--- src/rtl/mem_stage_lsu.sv ---
// Memory-stage load/store unit: one request at a time through IDLE/EXEC/WRITE/RESP,
// with lane selection, sign/zero extension and read-merge-write for sub-word stores.
module mem_stage_lsu #(
    parameter int ADDR_W = 10
) (
    input  logic              clk,
    input  logic              rst,
    input  logic              req_valid,
    output logic              req_ready,
    input  logic              req_we,
    input  logic [1:0]        req_size,
    input  logic              req_unsigned,
    input  logic [31:0]       req_addr,
    input  logic [31:0]       req_wdata,
    output logic              resp_valid,
    input  logic              resp_ready,
    output logic [31:0]       resp_rdata,
    output logic              resp_err,
    output logic [ADDR_W-1:0] dm_address,
    output logic              dm_wen,
    output logic [31:0]       dm_write_data,
    input  logic [31:0]       dm_read_data
);

    typedef enum logic [1:0] {
        IDLE  = 2'd0,
        EXEC  = 2'd1,
        WRITE = 2'd2,
        RESP  = 2'd3
    } state_t;

    state_t              r_state;
    logic                r_we;
    logic [1:0]          r_size;
    logic                r_unsigned;
    logic [ADDR_W+1:0]   r_addr;
    logic [31:0]         r_wdata;
    logic [31:0]         r_merged;
    logic                r_req_ready;
    logic                r_resp_valid;
    logic [31:0]         r_resp_rdata;
    logic                r_resp_err;
    logic                r_dm_wen;

    logic                w_req_err;
    logic                w_lat_err;
    logic [31:0]         w_load_data;
    logic [31:0]         w_merged;
    logic                w_unused;

    function automatic logic f_is_err(input logic [1:0] size, input logic [1:0] off);
        logic err;
        case (size)
            2'b00:   err = 1'b0;
            2'b01:   err = off[0];
            2'b10:   err = (off != 2'b00);
            default: err = 1'b1;
        endcase
        return err;
    endfunction

    function automatic logic [31:0] f_load_ext(input logic [31:0] rd, input logic [1:0] size,
                                               input logic [1:0] off, input logic uns);
        logic [7:0]  b;
        logic [15:0] h;
        logic [31:0] r;
        case (off)
            2'b00:   b = rd[7:0];
            2'b01:   b = rd[15:8];
            2'b10:   b = rd[23:16];
            default: b = rd[31:24];
        endcase
        h = off[1] ? rd[31:16] : rd[15:0];
        case (size)
            2'b00:   r = uns ? {24'd0, b} : {{24{b[7]}}, b};
            2'b01:   r = uns ? {16'd0, h} : {{16{h[15]}}, h};
            2'b10:   r = rd;
            default: r = 32'd0;
        endcase
        return r;
    endfunction

    function automatic logic [31:0] f_merge(input logic [31:0] rd, input logic [31:0] wd,
                                            input logic [1:0] size, input logic [1:0] off);
        logic [31:0] m;
        m = rd;
        if (size == 2'b00) begin
            case (off)
                2'b00:   m[7:0]   = wd[7:0];
                2'b01:   m[15:8]  = wd[7:0];
                2'b10:   m[23:16] = wd[7:0];
                default: m[31:24] = wd[7:0];
            endcase
        end else begin
            if (off[1]) m[31:16] = wd[15:0];
            else        m[15:0]  = wd[15:0];
        end
        return m;
    endfunction

    assign w_req_err   = f_is_err(req_size, req_addr[1:0]);
    assign w_lat_err   = f_is_err(r_size, r_addr[1:0]);
    assign w_load_data = f_load_ext(dm_read_data, r_size, r_addr[1:0], r_unsigned);
    assign w_merged    = f_merge(dm_read_data, r_wdata, r_size, r_addr[1:0]);
    // Address bits beyond the memory window are deliberately dropped.
    assign w_unused    = ^req_addr[31:ADDR_W+2];

    assign req_ready     = r_req_ready;
    assign resp_valid    = r_resp_valid;
    assign resp_rdata    = r_resp_rdata;
    assign resp_err      = r_resp_err;
    assign dm_address    = r_addr[ADDR_W+1:2];
    assign dm_wen        = r_dm_wen;
    assign dm_write_data = r_merged;

    // Request FSM with all outputs registered; word stores raise dm_wen on acceptance so it is high in EXEC.
    always_ff @(posedge clk or posedge rst) begin
        if (rst) begin
            r_state      <= IDLE;
            r_we         <= 1'b0;
            r_size       <= 2'b00;
            r_unsigned   <= 1'b0;
            r_addr       <= '0;
            r_wdata      <= 32'd0;
            r_merged     <= 32'd0;
            r_req_ready  <= 1'b1;
            r_resp_valid <= 1'b0;
            r_resp_rdata <= 32'd0;
            r_resp_err   <= 1'b0;
            r_dm_wen     <= 1'b0;
        end else begin
            case (r_state)
                IDLE: begin
                    if (req_valid) begin
                        r_we        <= req_we;
                        r_size      <= req_size;
                        r_unsigned  <= req_unsigned;
                        r_addr      <= req_addr[ADDR_W+1:0];
                        r_wdata     <= req_wdata;
                        r_req_ready <= 1'b0;
                        r_state     <= EXEC;
                        if (req_we && (req_size == 2'b10) && !w_req_err) begin
                            r_dm_wen <= 1'b1;
                            r_merged <= req_wdata;
                        end else begin
                            r_dm_wen <= 1'b0;
                        end
                    end else begin
                        r_dm_wen    <= 1'b0;
                        r_req_ready <= 1'b1;
                    end
                end
                EXEC: begin
                    r_dm_wen <= 1'b0;
                    if (w_lat_err) begin
                        r_resp_err   <= 1'b1;
                        r_resp_rdata <= 32'd0;
                        r_resp_valid <= 1'b1;
                        r_state      <= RESP;
                    end else if (!r_we) begin
                        r_resp_err   <= 1'b0;
                        r_resp_rdata <= w_load_data;
                        r_resp_valid <= 1'b1;
                        r_state      <= RESP;
                    end else if (r_size == 2'b10) begin
                        r_resp_err   <= 1'b0;
                        r_resp_rdata <= 32'd0;
                        r_resp_valid <= 1'b1;
                        r_state      <= RESP;
                    end else begin
                        r_merged <= w_merged;
                        r_dm_wen <= 1'b1;
                        r_state  <= WRITE;
                    end
                end
                WRITE: begin
                    r_dm_wen     <= 1'b0;
                    r_resp_err   <= 1'b0;
                    r_resp_rdata <= 32'd0;
                    r_resp_valid <= 1'b1;
                    r_state      <= RESP;
                end
                RESP: begin
                    r_dm_wen <= 1'b0;
                    if (resp_ready) begin
                        r_resp_valid <= 1'b0;
                        r_req_ready  <= 1'b1;
                        r_state      <= IDLE;
                    end else begin
                        r_resp_valid <= 1'b1;
                    end
                end
                default: begin
                    r_dm_wen     <= 1'b0;
                    r_resp_valid <= 1'b0;
                    r_req_ready  <= 1'b1;
                    r_state      <= IDLE;
                end
            endcase
        end
    end

endmodule

--- config.mk ---
export PLATFORM = sky130hd
export DESIGN_NAME = mem_stage_lsu
export DESIGN_NICKNAME = d
export VERILOG_FILES = /design/src/rtl/mem_stage_lsu.sv
export SDC_FILE = /design/constraint.sdc
export NUM_CORES = 1
export LEC_CHECK = 0
export ABC_AREA = 1
export BUFFER_PORTS_ARGS = -buffer_cell sky130_fd_sc_hd__buf_2
export CAP_MARGIN = 20
export CORE_ASPECT_RATIO = 1.2
export CORE_MARGIN = 2
export CORE_UTILIZATION = 41
export DETAILED_ROUTE_END_ITERATION = 12
export PLACE_DENSITY = 0.65
export SLEW_MARGIN = 20
export SYNTH_ARGS = -nofsm -noshare
export SYNTH_HDL_FRONTEND = slang
export SYNTH_SLANG_ARGS = --single-unit
--- constraint.sdc ---
create_clock -name clk -period 8.05 [get_ports clk]
set_clock_uncertainty 0.1 [all_clocks]
set_input_delay 0 -clock clk [delete_from_list [all_inputs] [get_ports clk]]
set_output_delay 0 -clock clk [all_outputs]
set_load 0.03 [all_outputs]
# --- Word-level counts from Yosys, hierarchy flattened ---
# Index checks and enable logic that the tools add are counted.
totals:
  regBits: 102
  word_cells: 97
  in_bits: 104
  out_inout_bits: 78
op_classes:
  n_mux: 48
  n_reduce_logical: 21
  n_eq_ne: 16
ops:
  columns: ["op", "n"]
  rows:
  - ["2-to-1 mux 32 bit", 11]
  - ["one-hot mux 32 bit (2 select lines)", 2]
  - ["one-hot mux 32 bit (3 select lines)", 1]
  - ["2-to-1 mux 16 bit", 3]
  - ["2-to-1 mux 8 bit", 4]
  - ["one-hot mux 8 bit (3 select lines)", 1]
  - ["2-to-1 mux 1 bit", 17]
  - ["!= test 2 bit, second input constant", 6]
  - ["one-hot mux 1 bit (3 select lines)", 4]
  - ["equality test 2 bit, second input constant", 5]
  - ["AND reduction 2 bit", 5]
  - ["nonzero test 2 bit", 5]
  - ["equality test 2 x 1 -> 1 bit, second input constant", 4]
  - ["logical NOT 2 bit", 4]
  - ["one-hot mux 2 bit (4 select lines)", 1]
  - ["AND reduction 6 bit", 1]
  - ["2-to-1 mux 2 bit", 2]
  - ["!= test 4 bit, second input constant", 1]
  - ["one-hot mux 1 bit (2 select lines)", 2]
  - ["nonzero test 3 bit", 1]
  - ["OR reduction 3 bit", 1]
  - ["logical AND 1 bit", 2]
  - ["OR reduction 2 bit", 1]
  - ["logical NOT 1 bit", 1]

# --- Logic depth before layout (Yosys ltp) ---
# Gate-level depths: netlist (run 1).
logic_depth:
  ltp_word: 8
  depth_mapped: 11
  mapped_depth_nobuf: 10

# --- Worst setup path before layout (run 1) ---
# OpenSTA, ideal clock, no wires.
synth_timing:
  kind: "reg2reg"
  from: "register r_state[1]"
  to: "register r_resp_rdata[0], in the netlist resp_rdata[0]"
  setup_slack_ps: 6312
  t_arrival_ps: 1573
  path_buffers: 2
  t_required_ps: 7885
  setup_time_ps: 65
  stages_incl_launch_ff: 11
  period_less_slack_ps: 1738
  cell_sequence: "dfrtp_1 inv_1 ha_1 clkbuf_1 inv_1 nor2_1 nand3_1 nand2_2 buf_4 nand2_1 nand2_1"
synth_between:
  elab_chain_len: 3
  elab_cells_between_ends: 6
  classes_between: "3 x eq/ne; 1 x mux; 2 x reduce/logical"
synth_rtl:
  columns: ["element", "line_no", "text"]
  rows:
  - ["from (decl)", "32", "state_t r_state;"]
  - ["from (signal assigned)", "119", "r_state <= IDLE;"]
  - ["from (signal assigned)", "141", "r_state <= EXEC;"]
  - ["from (signal assigned)", "159", "r_state <= RESP;"]
  - ["equality test 2 x 1 -> 1 bit / equality test 2 bit (equally long branches)", "132", "case (r_state)"]
  - ["!= test 4 bit (no source line) / nonzero test 2 bit (equally long branches)", null, null]
  - ["AND reduction 2 bit (no source line)", null, null]
  - ["to (signal assigned)", "162", "r_resp_rdata <= w_load_data;"]
  - ["to (decl)", "41", "logic [31:0] r_resp_rdata;"]
# Several ways; a longest one is shown, not always the timed one.
# A chain may end at the register's enable or synchronous reset.

# --- Worst setup path in the final report (run 1) ---
layout_timing:
  from: "register r_state[0]"
  to: "register r_size[0]"
layout_between:
  elab_chain_len: 2
layout_rtl:
  columns: ["element", "line_no", "text"]
  rows:
  - ["logical NOT 2 bit", "132", null]
  - ["AND reduction 2 bit (no source line)", null, null]
  - ["to (signal assigned)", "136", "r_size <= req_size;"]
  - ["to (decl)", "34", "logic [1:0] r_size;"]
# No other way between the ends.

==> summary.md, run 1 <==
| Metric | Value |
|---|---|
| Row cnt | `49` |
| Initial Util | `41.8%` |
| Die area | `0.0162 sq mm` |
| Placed Area | `0.00702 sq mm` |
| Routed wire per std cell | `14.6 microns` |
| Reg-to-Reg End | `r_size[0]$_DFFE_PP0P_` |
| Dpl cells | `1292` |
| Arrival time at the worst endpoint | `3450 ps` |
| Fin cells | `1365` |
| Grt met3 use | `3.02%` |
| I/O Pins | `182` |
| Setup Buffers After CTS | `0` |
| Global route overflow | `0` |
| Cts hold-fix bufs | `56` |
| Clock Pin Slew Worst Setup and Hold Paths | `70 ps` |
| Power per Cell Area | `414 mW/mm^2` |
| Critical path data required time | `8190 ps` |
| Min Tclk post-route | `3310 ps` |
| First-pass GRT wire length | `31700 microns` |
| Hold depth | `7` |
| Synth Register Bits | `102` |
| Vias in the first global route | `6075` |
| Area Overhead vs Synth | `27.2%` |
| # DRC | `0` |
| Netlist cell types | `23` |
| Antenna violations before repair | `0` |
| Failing checks | `negative hold slack` |
| Multi-input logic area | `0.00319 sq mm` |
| Final period utilization | `41.1%` |
| Diode count | `0` |
| CP Launch Type | `flip-flop` |
| RSZ-0062 raised after global routing | `false` |
| Buffers on Ports | `161` |
| Post_cts resized | `0` |
| Final Slew Violations | `0` |
| Final HPWL DP | `13600 microns` |
| Mapped Cells | `986` |
| Vias/cell | `4.90` |
| TritonCTS clock tree | `built` |
| Die X | `117 microns` |
| Hold Path Class | `primary input to flip-flop` |
| Syn_nets | `1094` |
| Detailed-route wire length | `20000 microns` |
| Total negative slack | `0 ps` |
| Detailed Route Iter0 Violations | `608` |
| Final net count | `1264` |
| Met2 usage | `38.8%` |
| CP Capture Type | `flip-flop` |
| CTS Buf Count | `9` |
| Worst Hold End | `resp_rdata[19]$_DFFE_PP0P_` |
| Min Hold Slack | `-0.843 ps` |
| Leak | `4.63 nW` |
| Reg2reg start | `r_state[0]$_DFFE_PP0P_` |
| Setup ws final | `4740 ps` |
| Status | `complete, but fails checks` |
| Reg2Reg Setup Slack | `4740 ps` |
| Core area | `0.0149 sq mm` |
| Buffers from clock root to sink, at most | `2` |
| R2R depth | `5` |
| Total number of vias | `6687` |
| Synthesized area per cell | `6.32 sq um` |
| Post-synthesis cell area | `0.00623 sq mm` |
| Final setup fails | `0` |
| Die H | `139 microns` |
| Fin. Hold Viols | `1` |
| Final ANT Viol Nets | `0` |
| Final design area excluding fillers | `0.00792 sq mm` |
| Filler cell count | `1553` |
| Busiest grt layer | `met2` |
| Worst slew margin | `29.0%` |
| Crit Path Max Fanout | `35` |
| Clock Latency Late Sink | `350 ps` |
| All-Layer GR Usage | `24.9%` |
| Hold Crit Start | `dm_read_data[19]` |
| GP Congestion | `0.902` |
| TritonCTS Sinks | `102` |
| Clk root buf | `clkbuf_16` |
| Sequential area share after synthesis | `41.0%` |
| Register area | `0.00255 sq mm` |
| Setup CP Type | `flip-flop to flip-flop` |
| H-tree levels | `3` |
| Maximum VDD drop | `204 uV` |
| Global Route met1 Usage | `35.8%` |
| Pre-CTS worst setup slack | `4660 ps` |
| Max Cap Viol | `0` |
| Yosys warnings | `0` |
| Pre-Repair DR Iteration Count | `6` |
| Layout cells sized above 1 | `16.7%` |
| Least-Margin Pin Slew | `1060 ps` |
| Largest net degree at the start of global routing | `80` |
| Max Freq | `302 MHz` |
| CP startpoint | `r_state[0]$_DFFE_PP0P_` |
| Final Total Pwr | `3.28 mW` |
area by class of cell:
class                           instances  area share (%)
Clock inverter                          5            1.04
Tap cell                              204            3.22
Sequential cell                       102            32.2
Multi-Input combinational cell        775            40.3
Clock buffer                           11            2.94
Timing Repair Buffer                  224            18.2
Inverter                               44            2.12
worst max path at each step:
| stage | depth (start not counted) | end |
|---|---|---|
| finish | 5 | r_size[0]$_DFFE_PP0P_ |
| global route | 5 | r_size[0]$_DFFE_PP0P_ |
| CTS | 5 | r_size[0]$_DFFE_PP0P_ |
| detailed placement | 5 | r_size[0]$_DFFE_PP0P_ |
| global placement | 5 | r_addr[1]$_DFFE_PP0P_ |
| floorplan | 1 | dm_wen$_DFF_PP0_ |
where the power goes:
part / internal [mW] / switching [mW] / leakage (nW)
Clock: 0.274 / 0.197 / 0.154
Combinational: 0.565 / 1.35 / 3.17
Sequential: 0.723 / 0.170 / 1.31
Total: 1.56 / 1.72 / 4.63
logic make-up (layout without fill, tap and decap cells):
group | after synthesis | after routing | synth area share [%]
buf+inv | 109 | 284 | 7.77
simple gates | 737 | 737 | 47.5
compound gates | 34 | 34 | 2.89
fa+ha+maj | 4 | 4 | 0.803
flops | 102 | 102 | 41.0
state kept, by name (all words and copies together) (netlist names):
| signal | cells |
|---|---|
| resp_valid | 1 |
| r_unsigned | 1 |
| r_size | 2 |
| resp_rdata | 32 |
| dm_wen | 1 |
| req_ready | 1 |
| r_state | 2 |
| resp_err | 1 |
| r_we | 1 |
| r_wdata | 16 |
| dm_write_data | 32 |
| r_addr | 12 |
cell usage after synthesis (all sizes together):
| cell type | number | area [sq um] |
|---|---|---|
| or2 | 1 | 6.26 |
| o21ai | 20 | 100 |
| buf | 41 | 229 |
| nand4 | 1 | 6.26 |
| o211ai | 1 | 7.51 |
| dfstp | 1 | 26.3 |
| clkbuf | 24 | 90.1 |
| clkinv | 2 | 7.51 |
| nand2 | 576 | 2170 |
| inv | 42 | 158 |
| a22oi | 2 | 15.0 |
| nand3 | 136 | 681 |
| nor2 | 23 | 101 |
| a21oi | 10 | 50.1 |
| o21bai | 1 | 7.51 |
| dfrtp | 101 | 2530 |
| ha | 4 | 50.1 |
metrics by stage:
stage | utilization [%] | hold WS (ps)
after detailed placement | 47.1 | 42.8
after CTS | 53.0 | 3.08
after global placement | 47.1 | 31.7
after global routing | 53.2 | 35.9
after floorplan | - | 9.62
final | 53.2 | -0.843
layout by cell type, fill, tap and decap left out, types with 2 or more instances in the layout:
master and n:
clkbuf_16 9, clkbuf_1 2, nor2_2 3, buf_2 161, nand3_1 136, clkinv_1 3
a21oi_1 10, nand2_1 574, dfrtp_1 100, dlygate4sd3_1 56, ha_1 4, nor2_1 19
bufinv_16 2, inv_2 2, o21ai_0 20, a22oi_1 2, inv_1 38, nand2_2 2
buf_4 6
critical path, stage by stage, from the launching register on:
cell,delay [ps]
dfrtp_1,400
inv_1,100
ha_1,230
nand2_1,750
clkinv_1,1150
o21ai_0,460
routing by layer:
layer  vias up  routed length (microns)
li1       3393                        -
met1      3051                     9030
met2       214                     9410
met3        29                     1080
met4         0                      458
met5         -                        0
No activity file was read; power rests on OpenSTA's default activity.
==> run 2: changes to the inputs <==
--- a/config.mk
+++ b/config.mk
@@ -12,7 +12,7 @@
 export CORE_MARGIN = 2
 export CORE_UTILIZATION = 41
 export DETAILED_ROUTE_END_ITERATION = 12
-export PLACE_DENSITY = 0.65
+export PLACE_DENSITY = 0.67
 export SLEW_MARGIN = 20
 export SYNTH_ARGS = -nofsm -noshare
 export SYNTH_HDL_FRONTEND = slang
==> constraint.sdc (replaced) <==
create_clock -name clk -period 2.9 [get_ports clk]
set_clock_uncertainty 0.1 [all_clocks]
set_input_delay 0 -clock clk [delete_from_list [all_inputs] [get_ports clk]]
set_output_delay 0 -clock clk [all_outputs]
set_load 0.03 [all_outputs]
==> run 2 against run 1 <==
The run now ends clean. Die area stayed put. Largest cell class unchanged. Utilization rose by 0.70 points. Via count rose by 2.5%.
==> summary.md, run 2 (synthesis results as in run 1) <==
| Metric | Value |
|---|---|
| Sw Share | `52.7% (+0.34 points)` |
| Status | `complete, no violations` |
| H-tree levels | `3 (unchanged)` |
| TritonCTS clock tree | `built` |
| CTS Buf Count | `9 (unchanged)` |
| Global route overflow | `0 (unchanged)` |
| Clock Latency Late Sink | `350 ps (about the same)` |
| Power per Cell Area | `1130 mW/mm^2 (+170%)` |
| Most frequent cells in the layout | `nand2_1 (574), buf_2 (161), nand3_1 (136), dfrtp_1 (100), dlygate4sd3_1 (59)` |
| Largest net degree at the start of global routing | `53 (-34%)` |
| Final design area excluding fillers | `0.00803 sq mm (+1.3%)` |
| Clock share of power | `13.5% (-0.9 points)` |
| GP Congestion | `0.928 (+2.8%)` |
| Final ANT Viol Nets | `0 (unchanged)` |
| Maximum VDD drop | `508 uV (+150%)` |
| Fin. Hold Viols | `0 (-1)` |
| Routed wire per std cell | `14.6 microns (-0.43%)` |
| Final HPWL DP | `14000 microns (+3.1%)` |
| Final Util | `53.9% (+0.70 points)` |
| RSZ-0062 raised after global routing | `false` |
| Cell-internal power | `4.30 mW (+180%)` |
| First-pass GRT wire length | `32100 microns (+1.3%)` |
| Buffers on Ports | `161 (unchanged)` |
| Total negative slack | `0 ps (unchanged)` |
| CP Launch Type | `flip-flop` |
| Final Slew Violations | `0 (unchanged)` |
| Clock Pin Slew Worst Setup and Hold Paths | `70 ps (about the same)` |
| Slowest cell delay on critical path | `590 ps (-560 ps)` |
| # DRC | `0 (unchanged)` |
| Arrival time at the worst endpoint | `2530 ps (-920 ps)` |
| Final setup fails | `0 (unchanged)` |
| TritonCTS Sinks | `102 (unchanged)` |
| Die area | `0.0162 sq mm (unchanged)` |
| Row cnt | `49 (unchanged)` |
| Critical path data required time | `3040 ps (-5150 ps)` |
| Worst slew margin | `58.6% (+30 points)` |
| Placed Area | `0.00714 sq mm (+1.7%)` |
| I/O Pins | `182 (unchanged)` |
| Layout cells sized above 1 | `17.7% (+0.96 points)` |
| Detailed-route wire length | `20100 microns (+0.81%)` |
| Crit Path Max Fanout | `20 (-43%)` |
| Final period utilization | `82.4% (+41 points)` |
| Most common cell after layout, fill and taps aside | `nand2_1` |
| Total number of vias | `6857 (+2.5%)` |
| Detailed Route Iter0 Violations | `736 (+21%)` |
| Area Overhead vs Synth | `28.9%` |
| CP most frequent cell | `nand2_1` |
| Pre-Repair DR Iteration Count | `5 (-1)` |
| Min Tclk post-route | `2390 ps (-920 ps)` |
| Logic pwr share | `59.2% (+0.8 points)` |
| Buffers from clock root to sink, at most | `2 (unchanged)` |
| Setup CP Type | `flip-flop to flip-flop` |
| Psw | `4.79 mW (+180%)` |
| Least-Margin Pin Slew | `621 ps (-438 ps)` |
| All-Layer GR Usage | `25.0% (+0.081 points)` |
| Initial Util | `41.8% (unchanged)` |
| CP top delay family | `simple AND/OR/NAND/NOR gates` |
| CP Capture Type | `flip-flop` |
| CP Buf/Inv Count | `2 (unchanged)` |
| Max Freq | `419 MHz (+39%)` |
| Antenna violations before repair | `1 (+1)` |
| Die H | `139 microns (unchanged)` |
| Seq pwr share | `27.3% (about the same)` |
| Die X | `117 microns (unchanged)` |
| Vias/cell | `4.96 (+1.3%)` |
| Post_cts resized | `0 (unchanged)` |
| Setup ws final | `511 ps (-4230 ps)` |
| Max Cap Viol | `0 (unchanged)` |
| Filler cell count | `1519 (-2.2%)` |
| CP cell instances | `clkinv_1 > nand2_1 > nand2_1 > nand3_1 > nand2_1 > inv_1 > nand2_1 > nand2_1 > nand2_1` |
| Leak | `4.69 nW (+1.3%)` |
| Clk root buf | `clkbuf_16` |
| Slowest-stage cell, CP | `dfrtp_2` |
| Vias in the first global route | `6247 (+2.8%)` |
| Final Total Pwr | `9.09 mW (+180%)` |
| Final net count | `1280 (+1.3%)` |
| Pre-CTS worst setup slack | `545 ps (-4110 ps)` |
| Hold Path Class | `primary input to flip-flop` |
| Core area | `0.0149 sq mm (unchanged)` |
==> run 2: cell types whose count changed in the layout (fill, tap and decap cells not counted), sizes merged <==
cell	previous run	this run
buf	168	181
bufinv	2	1
clkbuf	11	10
clkinv	5	3
clkinvlp	0	2
diode	0	1
dlygate4sd3	56	59
inv	42	44
==> run 2: per-stage QoR <==
stage                     cells  hold WS, ps
after floorplan             986         9.62
after global placement     1306         -108
after detailed placement   1306         -101
after CTS                  1381         1.30
after global routing       1382         17.4
final                      1382         7.94
==> run 2: layout make-up <==
cell class                      instances  area, sq um  share of cell area (%)
Inverter                               44          168                    2.09
Multi-Input combinational cell        775         3190                    39.8
Clock inverter                          6         67.6                   0.842
Clock buffer                           10          229                    2.85
Antenna cell                            1         2.50                  0.0312
Sequential cell                       102         2550                    31.8
Timing Repair Buffer                  240         1560                    19.4
Tap cell                              204          255                    3.18
==> run 2: timing repair <==
action	in CTS	in global routing
setup buffers	0	0
endpoints found under the hold margin	176	0
hold buffers	59	0
==> run 2: path summary, 6_finish.rpt <==
kind	endpoint	startpoint	slack, ps	cells past startpoint
min	resp_rdata[19]$_DFFE_PP0P_	dm_read_data[19]	8	7
max in group asynchronous	r_wdata[15]$_DFFE_PP0P_	rst	1970	4
min in group asynchronous	dm_write_data[21]$_DFFE_PP0P_	rst	70	3
max reg2reg	resp_rdata[22]$_DFFE_PP0P_	r_addr[1]$_DFFE_PP0P_	510	9
max	resp_rdata[22]$_DFFE_PP0P_	r_addr[1]$_DFFE_PP0P_	510	9
min reg2reg	resp_rdata[27]$_DFFE_PP0P_	resp_rdata[27]$_DFFE_PP0P_	370	2
==> run 2: per-layer routing <==
| metal | vias up | GRT usage, % | share of wire (%) |
|---|---|---|---|
| met2 | 291 | 39.9 | 47 |
| li1 | 3429 | - | - |
| met1 | 3097 | 34.2 | 43 |
| met3 | 40 | 3.06 | 6.4 |
| met5 | - | 0 | 0 |
| met4 | 0 | 9.90 | 3.3 |
==> run 2: power by group through the flow <==
stage               Sequential (mW)  Clock (mW)  Combinational [mW]
floorplan                      3.00           0                3.45
detailed placement             2.48           0                5.27
global route                   2.56        1.30                6.03
finish                         2.48        1.23                5.38
global placement               2.48           0                5.20
CTS                            2.47        1.25                5.36
==> run 2: tightest hold or removal path, stage by stage <==
cell     delay [ps]
buf_2           130
nand2_1          60
nand2_1          60
inv_1            30
nand2_1          50
nand2_1          50
nand2_1          50
